## config.mk

```make
export PLATFORM = sky130hd
export DESIGN_NAME = led_mode_ctrl
export DESIGN_NICKNAME = d
export VERILOG_FILES = /design/src/rtl/led_mode_ctrl.sv
export SDC_FILE = /design/constraint.sdc
export NUM_CORES = 1
export LEC_CHECK = 0
export BUFFER_PORTS_ARGS = -buffer_cell sky130_fd_sc_hd__buf_4
export CAP_MARGIN = 15
export CORE_MARGIN = 10
export CORE_UTILIZATION = 57
export CTS_BUF_LIST = sky130_fd_sc_hd__clkbuf_8
export CTS_CLUSTER_SIZE = 25
export DETAILED_ROUTE_END_ITERATION = 16
export PLACE_DENSITY_LB_ADDON = 0.1
export SLEW_MARGIN = 0
export SYNTH_ARGS = -nofsm -noshare
export SYNTH_HDL_FRONTEND = slang
export SYNTH_SLANG_ARGS = --single-unit
```

## constraint.sdc

```tcl
create_clock -name sclk -period 1.85 [get_ports sclk]
set_input_delay 0.0925 -clock sclk [delete_from_list [all_inputs] [get_ports sclk]]
set_output_delay 0.0925 -clock sclk [all_outputs]
set_load 0.01 [all_outputs]
```

## src/rtl/led_mode_ctrl.sv

```systemverilog
//------------------------------------------------------------------------------
// Module      : led_mode_ctrl
// Description : Single-key LED mode controller. A short press cycles the
//               mode OFF -> ON -> SLOW blink -> FAST blink -> OFF. A long
//               press forces the mode to OFF and emits a one-cycle long_evt.
//               Long-press detection is compiled in only when the macro
//               LED_MODE_LONG_PRESS_EN is defined; without it every release
//               counts as a short press and long_evt is held at 0.
// Revision    : 1.0 - initial release
//------------------------------------------------------------------------------
`default_nettype none

module led_mode_ctrl #(
    parameter int LONG_PRESS_CYC = 50_000_000,
    parameter int SLOW_HALF_CYC  = 25_000_000,
    parameter int FAST_HALF_CYC  = 6_250_000
) (
    input  logic       sclk,
    input  logic       s_rst_n,
    input  logic       key_flag,
    input  logic       key_state,
    output logic       led,
    output logic [1:0] mode,
    output logic       long_evt
);

    // Blink counter is sized for the larger half-period plus one spare bit.
    localparam int c_MAX_HALF = (SLOW_HALF_CYC > FAST_HALF_CYC) ? SLOW_HALF_CYC : FAST_HALF_CYC;
    localparam int c_BLINK_W  = $clog2(c_MAX_HALF) + 1;
    localparam logic [c_BLINK_W-1:0] c_SLOW_TC = c_BLINK_W'(SLOW_HALF_CYC - 1);
    localparam logic [c_BLINK_W-1:0] c_FAST_TC = c_BLINK_W'(FAST_HALF_CYC - 1);

`ifdef LED_MODE_LONG_PRESS_EN
    localparam int c_HOLD_W = $clog2(LONG_PRESS_CYC) + 1;
    localparam logic [c_HOLD_W-1:0] c_HOLD_TC  = c_HOLD_W'(LONG_PRESS_CYC - 1);
    localparam logic [c_HOLD_W-1:0] c_HOLD_MAX = c_HOLD_W'(LONG_PRESS_CYC);

    typedef enum logic [1:0] {
        ST_IDLE      = 2'd0,
        ST_PRESSED   = 2'd1,
        ST_LONG_HELD = 2'd2
    } state_t;

    logic [c_HOLD_W-1:0] r_hold_cnt;
    logic                r_long_evt;
    logic                w_long_det;
`else
    typedef enum logic [0:0] {
        ST_IDLE    = 1'b0,
        ST_PRESSED = 1'b1
    } state_t;
`endif

    state_t               r_state;
    state_t               w_state_nxt;
    logic                 w_short;
    logic                 w_long_pulse;
    logic [1:0]           r_mode;
    logic [1:0]           w_mode_nxt;
    logic [c_BLINK_W-1:0] r_blink_cnt;
    logic                 w_blink_tc;
    logic                 r_led;

    // Press FSM state register; reset drops any press in progress.
    always_ff @(posedge sclk or negedge s_rst_n) begin
        if (!s_rst_n) begin
            r_state <= ST_IDLE;
        end else begin
            r_state <= w_state_nxt;
        end
    end

    // Press FSM next state; key_flag only matters in IDLE, so a flag that
    // coincides with a release is dropped.
    always_comb begin
        w_state_nxt = r_state;
        w_short     = 1'b0;
`ifdef LED_MODE_LONG_PRESS_EN
        w_long_det  = 1'b0;
`endif
        case (r_state)
            ST_IDLE: begin
                if (key_flag) begin
                    w_state_nxt = ST_PRESSED;
                end
            end
            ST_PRESSED: begin
                // The hold counter never reaches LONG_PRESS_CYC while in
                // PRESSED, so any release here is a short press.
                if (key_state) begin
                    w_short     = 1'b1;
                    w_state_nxt = ST_IDLE;
                end
`ifdef LED_MODE_LONG_PRESS_EN
                else if (r_hold_cnt == c_HOLD_TC) begin
                    w_long_det  = 1'b1;
                    w_state_nxt = ST_LONG_HELD;
                end
            end
            ST_LONG_HELD: begin
                if (key_state) begin
                    w_state_nxt = ST_IDLE;
                end
`endif
            end
            default: begin
                w_state_nxt = ST_IDLE;
            end
        endcase
    end

`ifdef LED_MODE_LONG_PRESS_EN
    // Hold counter: cleared on press entry, counts low-key cycles, saturates.
    always_ff @(posedge sclk or negedge s_rst_n) begin
        if (!s_rst_n) begin
            r_hold_cnt <= '0;
        end else if ((r_state == ST_IDLE) && key_flag) begin
            r_hold_cnt <= '0;
        end else if ((r_state == ST_PRESSED) && !key_state && (r_hold_cnt != c_HOLD_MAX)) begin
            r_hold_cnt <= r_hold_cnt + c_HOLD_W'(1);
        end
    end

    // Long-press event register: one pulse on the detection cycle.
    always_ff @(posedge sclk or negedge s_rst_n) begin
        if (!s_rst_n) begin
            r_long_evt <= 1'b0;
        end else begin
            r_long_evt <= w_long_det;
        end
    end

    assign w_long_pulse = r_long_evt;
`else
    assign w_long_pulse = 1'b0;
`endif

    // Next mode: the long-press pulse clears the mode one cycle after it is
    // raised; a short press advances it with natural 2-bit wrap.
    always_comb begin
        w_mode_nxt = r_mode;
        if (w_long_pulse) begin
            w_mode_nxt = 2'd0;
        end else if (w_short) begin
            w_mode_nxt = r_mode + 2'd1;
        end
    end

    // Mode register.
    always_ff @(posedge sclk or negedge s_rst_n) begin
        if (!s_rst_n) begin
            r_mode <= 2'd0;
        end else begin
            r_mode <= w_mode_nxt;
        end
    end

    assign w_blink_tc = (r_mode == 2'd2) ? (r_blink_cnt == c_SLOW_TC) : (r_blink_cnt == c_FAST_TC);

    // LED driver: restart the blink phase lit on every mode change, then
    // hold steady (OFF/ON) or toggle at the blink terminal count.
    always_ff @(posedge sclk or negedge s_rst_n) begin
        if (!s_rst_n) begin
            r_blink_cnt <= '0;
            r_led       <= 1'b0;
        end else if (w_mode_nxt != r_mode) begin
            r_blink_cnt <= '0;
            r_led       <= (w_mode_nxt != 2'd0);
        end else if (r_mode == 2'd0) begin
            r_blink_cnt <= '0;
            r_led       <= 1'b0;
        end else if (r_mode == 2'd1) begin
            r_blink_cnt <= '0;
            r_led       <= 1'b1;
        end else if (w_blink_tc) begin
            r_blink_cnt <= '0;
            r_led       <= ~r_led;
        end else begin
            r_blink_cnt <= r_blink_cnt + c_BLINK_W'(1);
        end
    end

    assign led      = r_led;
    assign mode     = r_mode;
    assign long_evt = w_long_pulse;

endmodule

`default_nettype wire

```

### Word-level counts from Yosys, hierarchy flattened

Index checks and enable logic that the tools add are counted.

* reduce and logical (&&, ||, !) cells: 3
* bitwise operators: 2
* muxes and demuxes: 15
* eq/ne operators: 5
* add/sub/neg operators: 2

Operator list (number)
* $mux 26: 4
* $add 26x1->26 const B: 1
* $eq 26x23->1 const B: 1
* $eq 26x25->1 const B: 1
* $mux 1: 9
* $reduce_bool 4->1: 1
* $add 2x1->2 const B: 1
* $eq 2x1->1 const B: 1
* $eq 2x2->1 const B: 1
* $logic_not 2->1: 1
* $mux 2: 1
* $ne 2x2->1: 1
* $not 1->1: 2
* $pmux 1 s2: 1
* $reduce_bool 2->1: 1

* bits of input ports: 4
* output and inout bits: 4
* register bits after elaboration: 30
* word-level logic and storage cells: 31

### Depth between registers and ports, before layout

Gate-level depths: netlist (run 1).

* depth in word-level cells: 6
* depth in mapped cells: 8
* gate-level depth less buffers: 7

### Worst setup path before layout (run 1)

OpenSTA, ideal clock, no wires.

* path type: register -> register
* from: register r_mode[0] (netlist: mode[0])
* to: register r_led (netlist: led)
* setup time: 0.125 ns
* period minus slack after synthesis: 1.915 ns
* arrival: 1.790 ns
* data required time: 1.725 ns
* buffers on the path: 0
* cell stages (with the launch flop): 7
* setup slack: -0.065 ns
* path through: dfrtp_1 -> inv_1 -> ha_1 -> nor4b_2 -> o2111ai_2 -> o211ai_4 -> mux2_4

* word-level cells in the longest chain between the ends: 4
* elaborated cells on any way between the ends: 12
* those cells by class: 1 x add/sub; 3 x eq/ne; 5 x mux; 3 x reduce/logical

RTL lines
* start: declaration: line 58 `logic [1:0] r_mode;`
* start signal: assignment: line 154 `r_mode <= w_mode_nxt;`
* $add 2x1->2 or $eq 2x1->1 (tied branches): line 145, 172
* $mux 2 or $mux 1 (tied branches): line 144, 172
* $ne 2x2->1 (tied with other cells): line 166 `end else if (w_mode_nxt != r_mode) begin`
* $reduce_bool 4->1 (no source line) or $mux 1 (tied branches)
* end signal: assignment: line 168 `r_led <= (w_mode_nxt != 2'd0);`
* end signal: assignment: line 177 `r_led <= ~r_led;`
* end: declaration: line 62 `logic r_led;`

Parallel ways exist; a longest one is shown, timed or not.
A chain may end at the register's enable or synchronous reset.

### Worst setup path in the final report (run 1)

Same ends and word-level chain as after synthesis.

==> results of run 1 <==
==> cells by family after synthesis <==
logic type	after synthesis	synth area share, %
muxes	3	2.25
other	1	0.232
and+or+nand+nor	79	28.4
adders and majority gates	4	3.10
xor gates and xnor gates	25	13.6
DFF	30	46.5
buffers and inverters	7	2.79
AOI/OAI and AO/OA	5	3.18
==> repair_timing <==
item | CTS | global route
resized for setup | 0 | 1
endpoints found under the hold margin | 31 | 0
setup endpoints to repair | 0 | 19
hold buffers | 2 | 0
==> state kept, by name (all words and copies together) (netlist names) <==
signal and flops:
led 1, mode 2, r_blink_cnt 26, r_state 1
==> through the flow <==
step                util (%)  power [µW]
floorplan                  -        1160
global placement        62.2        1310
detailed placement      62.2        1330
CTS                     67.0        1960
global route            67.1        2050
finish                  67.1        1950
==> metal layers <==
metal  share of wire, %  vias up  track usage (%)
li1                   -      555                -
met1                 46      533             15.6
met2                 48       13             19.6
met3                4.0        6             4.49
met4                2.1        0             5.70
met5                  0        -                0
==> critical path: stages, from the launching register on <==
cell      delay (ns)
dfrtp_2         0.41
inv_2           0.07
ha_2            0.22
nand2_1         0.06
nor4_1          0.23
a21oi_1         0.12
o211ai_4        0.21
mux2_4          0.32
==> final cells by class <==
cell class,count,share of cell area [%]
Timing Repair Buffer,12,5.39
Clock buffer,8,6.00
Multi-Input combinational cell,117,44.7
Sequential cell,30,41.0
Tap cell,31,2.11
Inverter,4,0.818
==> final timing paths <==
kind	startpoint	endpoint	slack [ns]	depth (start not counted)
min in group asynchronous	s_rst_n	r_blink_cnt[25]	0.27	2
max reg2reg	mode[0]	led	0.09	7
min reg2reg	r_state	r_state	0.48	1
max in group asynchronous	s_rst_n	mode[0]	1.29	2
min	key_flag	r_state	0.05	3
max	mode[0]	led	0.09	7
==> placed cells by master (no fill, tap or decap), drive strengths merged, types with 2 or more instances in the layout <==
master       count
dlygate4sd3      2
xnor2            5
inv              4
nor3             3
nand4            9
ha               4
xor2            20
and3             5
buf             10
mux2             2
nand2           10
nand3           11
a21oi            2
nor4             3
clkbuf           8
nor3b            2
dfrtp           30
nor2            30
==> power breakdown <==
| group | switching (µW) | internal (µW) | total [µW] | leakage, µW |
|---|---|---|---|---|
| sequential | 49.2 | 720 | 769 | 0.000407 |
| clock | 238 | 375 | 613 | 0.0000575 |
| combinational | 317 | 254 | 571 | 0.000352 |
| total | 604 | 1350 | 1950 | 0.000817 |
==> impl_metrics.tcl, run 1 <==
set metrics [dict create \
    clockRootBuffer "clkbuf_8" \
    synth-seq-cells 30 \
    io_pins 8 \
    final_area_mm2 0.00184 \
    yosysTopAreaCell "dfrtp_1" \
    cts_buffer_depth 2 \
    vias_per_cell 5.48 \
    synth-edff-count 0 \
    clk_latency_ns 0.28 \
    synth_ff_type "dfrtp_1" \
    drv_cap 0 \
    timing.hold.ws_ns 0.0512 \
    clkSinkCount 30 \
    routabilityCongestion 0.797 \
    fp.dieH_um 73.2 \
    drt-total-wl_um 2980 \
    insertedDiodeCount 0 \
    ir_worst_vdd_mv 1.26 \
    grt_pass1_wl_um 5400 \
    worstPathRequired_ns 2.02 \
    pre_cts_ws_ns 0.0739 \
    die-area_mm2 0.00536 \
    grt_use_total_pct 12.8 \
    fin_worst_skew_ns 0.00541 \
    synth.net_count 162 \
    drc 0 \
    critPathKind "flop to flop" \
    status "finished, final reports clean" \
    fin_ws_ns 0.0914 \
    yosys-top-cells-area "dfrtp_1 (47%), xor2_1 (11%), nor2_1 (7.0%), nand4_1 (3.5%), ha_1 (3.1%)" \
    cellPowerDensity_mw_per_mm2 1060 \
    finalHoldViolCount 0 \
    area_delta_synth_final_pct 13.7 \
    ant_nets 0 \
    port_buffers 6 \
    worstPathMaxFanout 4 \
    grt_max_degree 31 \
    synthCells 154 \
    cts_htree_levels 2 \
    path_clk_slew_ns 0.06 \
    grt.overflow.total 0 \
    regArea_um2 752 \
    instances_no_fill 202 \
    slew_violations 0 \
    synth_top_area_share_pct 46.5 \
    cts_inserted_buffers 5 \
    synth_area_mm2 0.00161 \
    fp.coreArea_mm2 0.00273 \
    nFillCells 222 \
    synthTopCellsByCount "dfrtp_1 (30), nor2_1 (30), xor2_1 (20)" \
    min-delay-path-class "input pin to flop" \
    antenna_found_initial 0 \
    fin_nets 178 \
    startpoint_type "flop" \
    fin_setup_tns_ns 0 \
    vias 1107 \
    first_pass_iters 4 \
    syn_area_per_cell_um2 10.5 \
    num_rows 19 \
    endpoint_kind "flop" \
    timing.fmax_mhz 569 \
    die_w_um 73.2 \
    drt_iter0_markers 78 \
    leakage_uw 0.000817 \
    final-setup-viol-count 0 \
    post_cts.repair.setup_buffers 0 \
    synthArstFlopShare_pct 100 \
    drive_gt1_share_pct 21.1 \
    ys_types 35 \
    period_needed_ns 1.76 \
    placedCellCount 192 \
    dp_hpwl_um 2100 \
    crit_arrival_ns 1.93 \
    finalCritPeriodShare_pct 95.1 \
    synth_seq_area_share_pct 46.5 \
    rsz0062_at_grt "no" \
    placed_area_mm2 0.00170 \
    post_drt_wl_per_cell_um 14.7 \
    ys.warnings.count 0 \
    grt_pass1_vias 1157 \
    cts_tree "yes" \
    initial_utilization_pct 59.0 \
    multi_input_area_um2 821 \
]
No activity file was read; power rests on OpenSTA's default activity.
==> run 2, diff against run 1 <==
--- a/config.mk
+++ b/config.mk
@@ -7,7 +7,6 @@
 export LEC_CHECK = 0
 export BUFFER_PORTS_ARGS = -buffer_cell sky130_fd_sc_hd__buf_4
 export CAP_MARGIN = 15
-export CORE_MARGIN = 10
 export CORE_UTILIZATION = 57
 export CTS_BUF_LIST = sky130_fd_sc_hd__clkbuf_8
 export CTS_CLUSTER_SIZE = 25
==> impl_metrics.tcl, run 2 (synthesis gave the netlist of run 1 again) <==
set metrics [dict create \
    top_layer "met4" \
    r2r_cells 6 \
    routedLengthMet1_um 1390 \
    first_pass_iters 4 \
    clk_latency_ns 0.28 \
    ant_nets 0 \
    finalHoldViolCount 0 \
    clkSinkCount 30 \
    ir_worst_vdd_mv 0.933 \
    port_buffers 6 \
    endpoint_kind "flop" \
    die_w_um 55.2 \
    fin_worst_skew_ns 0.00549 \
    vias_per_cell 5.67 \
    routabilityCongestion 0.817 \
    wl_met2_um 1540 \
    critPathKind "flop to flop" \
    min-delay-path-class "input pin to flop" \
    wl_met3_um 129 \
    worstPathRequired_ns 2.01 \
    grt.overflow.total 0 \
    cts_tree "yes" \
    final_common_cell "nor2_1" \
    grt_pass1_vias 1147 \
    finalCritPeriodShare_pct 95.5 \
    path_clk_slew_ns 0.06 \
    cts_buffer_depth 2 \
    num_rows 18 \
    drt_iter0_markers 47 \
    cellPowerDensity_mw_per_mm2 1070 \
    placed_area_mm2 0.00169 \
    cts_inserted_buffers 5 \
    timing.fmax_mhz 566 \
    vias 1152 \
    post_drt_wl_per_cell_um 15.1 \
    dp_hpwl_um 2110 \
    drc 0 \
    cts_htree_levels 2 \
    final_cell_mix "nor2_1 (30), dfrtp_1 (29), xor2_1 (20), buf_4 (11)" \
    insertedDiodeCount 0 \
    leakage_uw 0.000844 \
    clockRootBuffer "clkbuf_8" \
    startpoint_type "flop" \
    grt_max_degree 31 \
    grt_pass1_wl_um 5330 \
    fin_nets 180 \
    area_delta_synth_final_pct 17.1 \
    r2r_setup_slack_ns 0.08 \
    initial_utilization_pct 62.9 \
    slew_violations 0 \
    nFillCells 178 \
    fp.coreArea_mm2 0.00257 \
    io_pins 8 \
    largest_register_ffs 26 \
    antenna_found_initial 0 \
    drv_cap 0 \
    final_area_mm2 0.00189 \
    top_register "r_blink_cnt" \
    worstSetupEndpoint "led" \
    timing.rr.start "r_blink_cnt[1]" \
    grt_use_total_pct 22.8 \
    final_util_pct 73.6 \
    drt-total-wl_um 3060 \
    die-area_mm2 0.00305 \
    fin_setup_tns_ns 0 \
    crit_arrival_ns 1.93 \
    crit_start "r_blink_cnt[1]" \
    fp.dieH_um 55.2 \
    total_power_uw 2020 \
    final-setup-viol-count 0 \
    period_needed_ns 1.77 \
    worstPathMaxFanout 3 \
    status "finished, final reports clean" \
    regToRegEndpoint "led" \
    drive_gt1_share_pct 23.7 \
]
## run 2: worst min-delay path by stage
stage,start,end,slack (ns),cells after the start
after global routing,key_flag,r_state,0.05,3
after global placement,s_rst_n,r_blink_cnt[21],0.04,1
after detailed placement,s_rst_n,r_blink_cnt[16],0.04,1
after floorplan,s_rst_n,led,-0.20,0
after CTS,key_flag,r_state,0.05,3
final,key_flag,r_state,0.05,3
## run 2: layout make-up
type / instances / area (µm²) / share of cell area [%]
Timing Repair Buffer: 14 / 114 / 6.03
Inverter: 4 / 15.0 / 0.795
Multi-Input combinational cell: 117 / 861 / 45.6
Sequential cell: 30 / 752 / 39.8
Clock buffer: 8 / 110 / 5.83
Tap cell: 30 / 37.5 / 1.99
## run 2: critical path: stages (launching register included)
cell and delay, ns:
dfrtp_1 0.42, ha_4 0.18, nand3_2 0.13, nor3_4 0.22, o2111ai_2 0.15, o211ai_4 0.24
mux2_4 0.32
## run 2: per-stage QoR
step	std cells	hold WS (ns)	setup WS, ns
2_1_floorplan	154	-0.203	0.0102
3_3_place_gp	190	0.0352	0.0846
3_5_place_dp	190	0.0372	0.0208
4_1_cts	200	0.0468	0.00139
5_1_grt	203	0.0465	-0.00315
6_report	203	0.0510	0.0832
## run 2: what timing repair did
| action | 4_1_cts | 5_1_grt |
|---|---|---|
| setup buffers | 0 | 3 |
| hold buffers | 2 | 0 |
| gates resized for setup | 2 | 5 |
| pin swaps | 0 | 3 |
| endpoints found under the setup margin | 18 | 27 |
| endpoints found under the hold margin | 31 | 0 |
## run 2: per-layer routing
| metal | vias up | track usage, % |
|---|---|---|
| li1 | 566 | - |
| met1 | 556 | 29.4 |
| met2 | 28 | 37.7 |
| met3 | 2 | 7.03 |
| met4 | 0 | 5.36 |
| met5 | - | 0 |
## run 2: power breakdown
part           internal, µW  total [µW]  switching (µW)
sequential              720         791            70.9
combinational           298         619             321
clock                   375         606             231
total                  1390        2020             622
==> run 3, diff against run 2 <==
--- a/config.mk
+++ b/config.mk
@@ -12,6 +12,7 @@
 export CTS_CLUSTER_SIZE = 25
 export DETAILED_ROUTE_END_ITERATION = 16
 export PLACE_DENSITY_LB_ADDON = 0.1
+export RECOVER_POWER = 100
 export SLEW_MARGIN = 0
 export SYNTH_ARGS = -nofsm -noshare
 export SYNTH_HDL_FRONTEND = slang
==> impl_metrics.tcl, run 3 (synthesis gave the netlist of run 1 again) <==
set metrics [dict create \
    clkSinkCount 30 \
    timing.fmax_mhz 568 \
    vias 1137 \
    fin_nets 180 \
    top_register "r_blink_cnt" \
    slew_violations 0 \
    finalHoldViolCount 0 \
    fp.dieH_um 55.2 \
    grt.overflow.total 0 \
    finalCritPeriodShare_pct 95.1 \
    initial_utilization_pct 62.9 \
    period_needed_ns 1.76 \
    nFillCells 185 \
    first_pass_iters 4 \
    antenna_found_initial 0 \
    final_common_cell "nor2_1" \
    cp_top_family "flip-flops" \
    multi_input_area_um2 861 \
    fp.coreArea_mm2 0.00257 \
    placed_area_mm2 0.00169 \
    fin_worst_skew_ns 0.00604 \
    regToRegEndpoint "led" \
    leakage_uw 0.000832 \
    worst-path-buf-inv 0 \
    cts_htree_levels 2 \
    cts_tree "yes" \
    worstPathCellList "ha_4 -> nand3_2 -> nor3_4 -> o2111ai_2 -> o211ai_4 -> mux2_4" \
    worstPathRequired_ns 2.01 \
    hold_start "key_flag" \
    holdPathEnd "r_state" \
    drt-total-wl_um 3070 \
    min-delay-path-class "input pin to flop" \
    pre_cts_ws_ns 0.0208 \
    grt_pass1_vias 1147 \
    cts_buffer_depth 2 \
    drt_iter0_markers 43 \
    cellPowerDensity_mw_per_mm2 1060 \
    drv_cap 0 \
    routabilityCongestion 0.817 \
    fin_ws_ns 0.0898 \
    io_pins 8 \
    dp_hpwl_um 2110 \
    grt_use_total_pct 22.8 \
    startpoint_type "flop" \
    ant_nets 0 \
    final_area_mm2 0.00188 \
    path_clk_slew_ns 0.06 \
    max_slew_margin_pct 51.3 \
    final_util_pct 73.1 \
    grt_pass1_wl_um 5330 \
    grt_max_degree 31 \
    timing.rr.start "r_blink_cnt[1]" \
    cpPeakStageDelay_ns 0.41 \
    die_w_um 55.2 \
    largest_register_ffs 26 \
    drc 0 \
    worstPathMaxFanout 3 \
    fin_setup_tns_ns 0 \
    vias_per_cell 5.60 \
    insertedDiodeCount 0 \
    ir_worst_vdd_mv 0.927 \
    clockRootBuffer "clkbuf_8" \
    endpoint_kind "flop" \
    crit_arrival_ns 1.92 \
    worst_slew_pin_slew_ns 0.730 \
    holdPathStages 3 \
    cts_inserted_buffers 5 \
    area_delta_synth_final_pct 16.2 \
    final_cell_mix "nor2_1 (30), dfrtp_1 (29), xor2_1 (20), nand2_1 (9), nand4_1 (9)" \
    critPathKind "flop to flop" \
    port_buffers 6 \
    drive_gt1_share_pct 22.0 \
    post_drt_wl_per_cell_um 15.1 \
    crit_slowest_cell "dfrtp_1" \
    num_rows 18 \
    regArea_um2 752 \
    status "finished, final reports clean" \
    final-setup-viol-count 0 \
    die-area_mm2 0.00305 \
    r2r_setup_slack_ns 0.09 \
    clk_latency_ns 0.28 \
    r2r_cells 6 \
]
[run 3: layout make-up]
type	instances	area share, %
clock buffers	8	5.87
flip-flops and latches	30	40.1
well taps	30	2.00
repair buffers	14	5.34
inverters	4	0.801
multi-input cells	117	45.9
[run 3: power breakdown]
| group | switching (µW) | internal [µW] |
|---|---|---|
| clock network | 233 | 375 |
| logic | 320 | 271 |
| registers | 68.0 | 720 |
| total | 621 | 1370 |
[run 3: per-stage QoR]
stage                     cells  total power (µW)  hold slack, ns
final                       203              1990          0.0488
after global routing        203              2110          0.0465
after CTS                   200              1950          0.0468
after detailed placement    190              1310          0.0372
after global placement      190              1290          0.0352
after floorplan             154              1160          -0.203
[run 3: worst reg2reg max path: cells and delay by family, from the launching register on]
| family | cells | cell delay, ns |
|---|---|---|
| DFF | 1 | 0.41 |
| AOI/OAI and AO/OA | 2 | 0.39 |
| and+or+nand+nor | 2 | 0.35 |
| muxes | 1 | 0.32 |
| adders and majority gates | 1 | 0.18 |
[run 3: metal layers]
metal  track usage [%]  vias up  routed length [µm]
met4              5.36        0                  22
met2              37.7       19                1560
met5                 0        -                   0
met1              29.4      549                1380
li1                  -      566                   -
met3              7.03        3                 111
[run 3: how the worst max path moves through the flow]
stage | start | cells after the start | endpoint | slack (ns)
2_1_floorplan | mode[0] | 6 | led | 0.01
3_3_place_gp | r_blink_cnt[0] | 7 | r_blink_cnt[25] | 0.08
3_5_place_dp | r_blink_cnt[0] | 7 | r_blink_cnt[21] | 0.02
4_1_cts | r_blink_cnt[0] | 6 | led | 0.001
5_1_grt | r_blink_cnt[1] | 6 | led | -0.003
6_report | r_blink_cnt[1] | 6 | led | 0.09
[run 3: what timing repair did]
item / CTS / global route
endpoints found under the setup margin: 18 / 27
gates cloned: 0 / 0
pin swaps: 0 / 3
hold buffers: 2 / 0
gates resized for setup: 2 / 5
endpoints found under the hold margin: 31 / 0
buffers inserted: 0 / 3
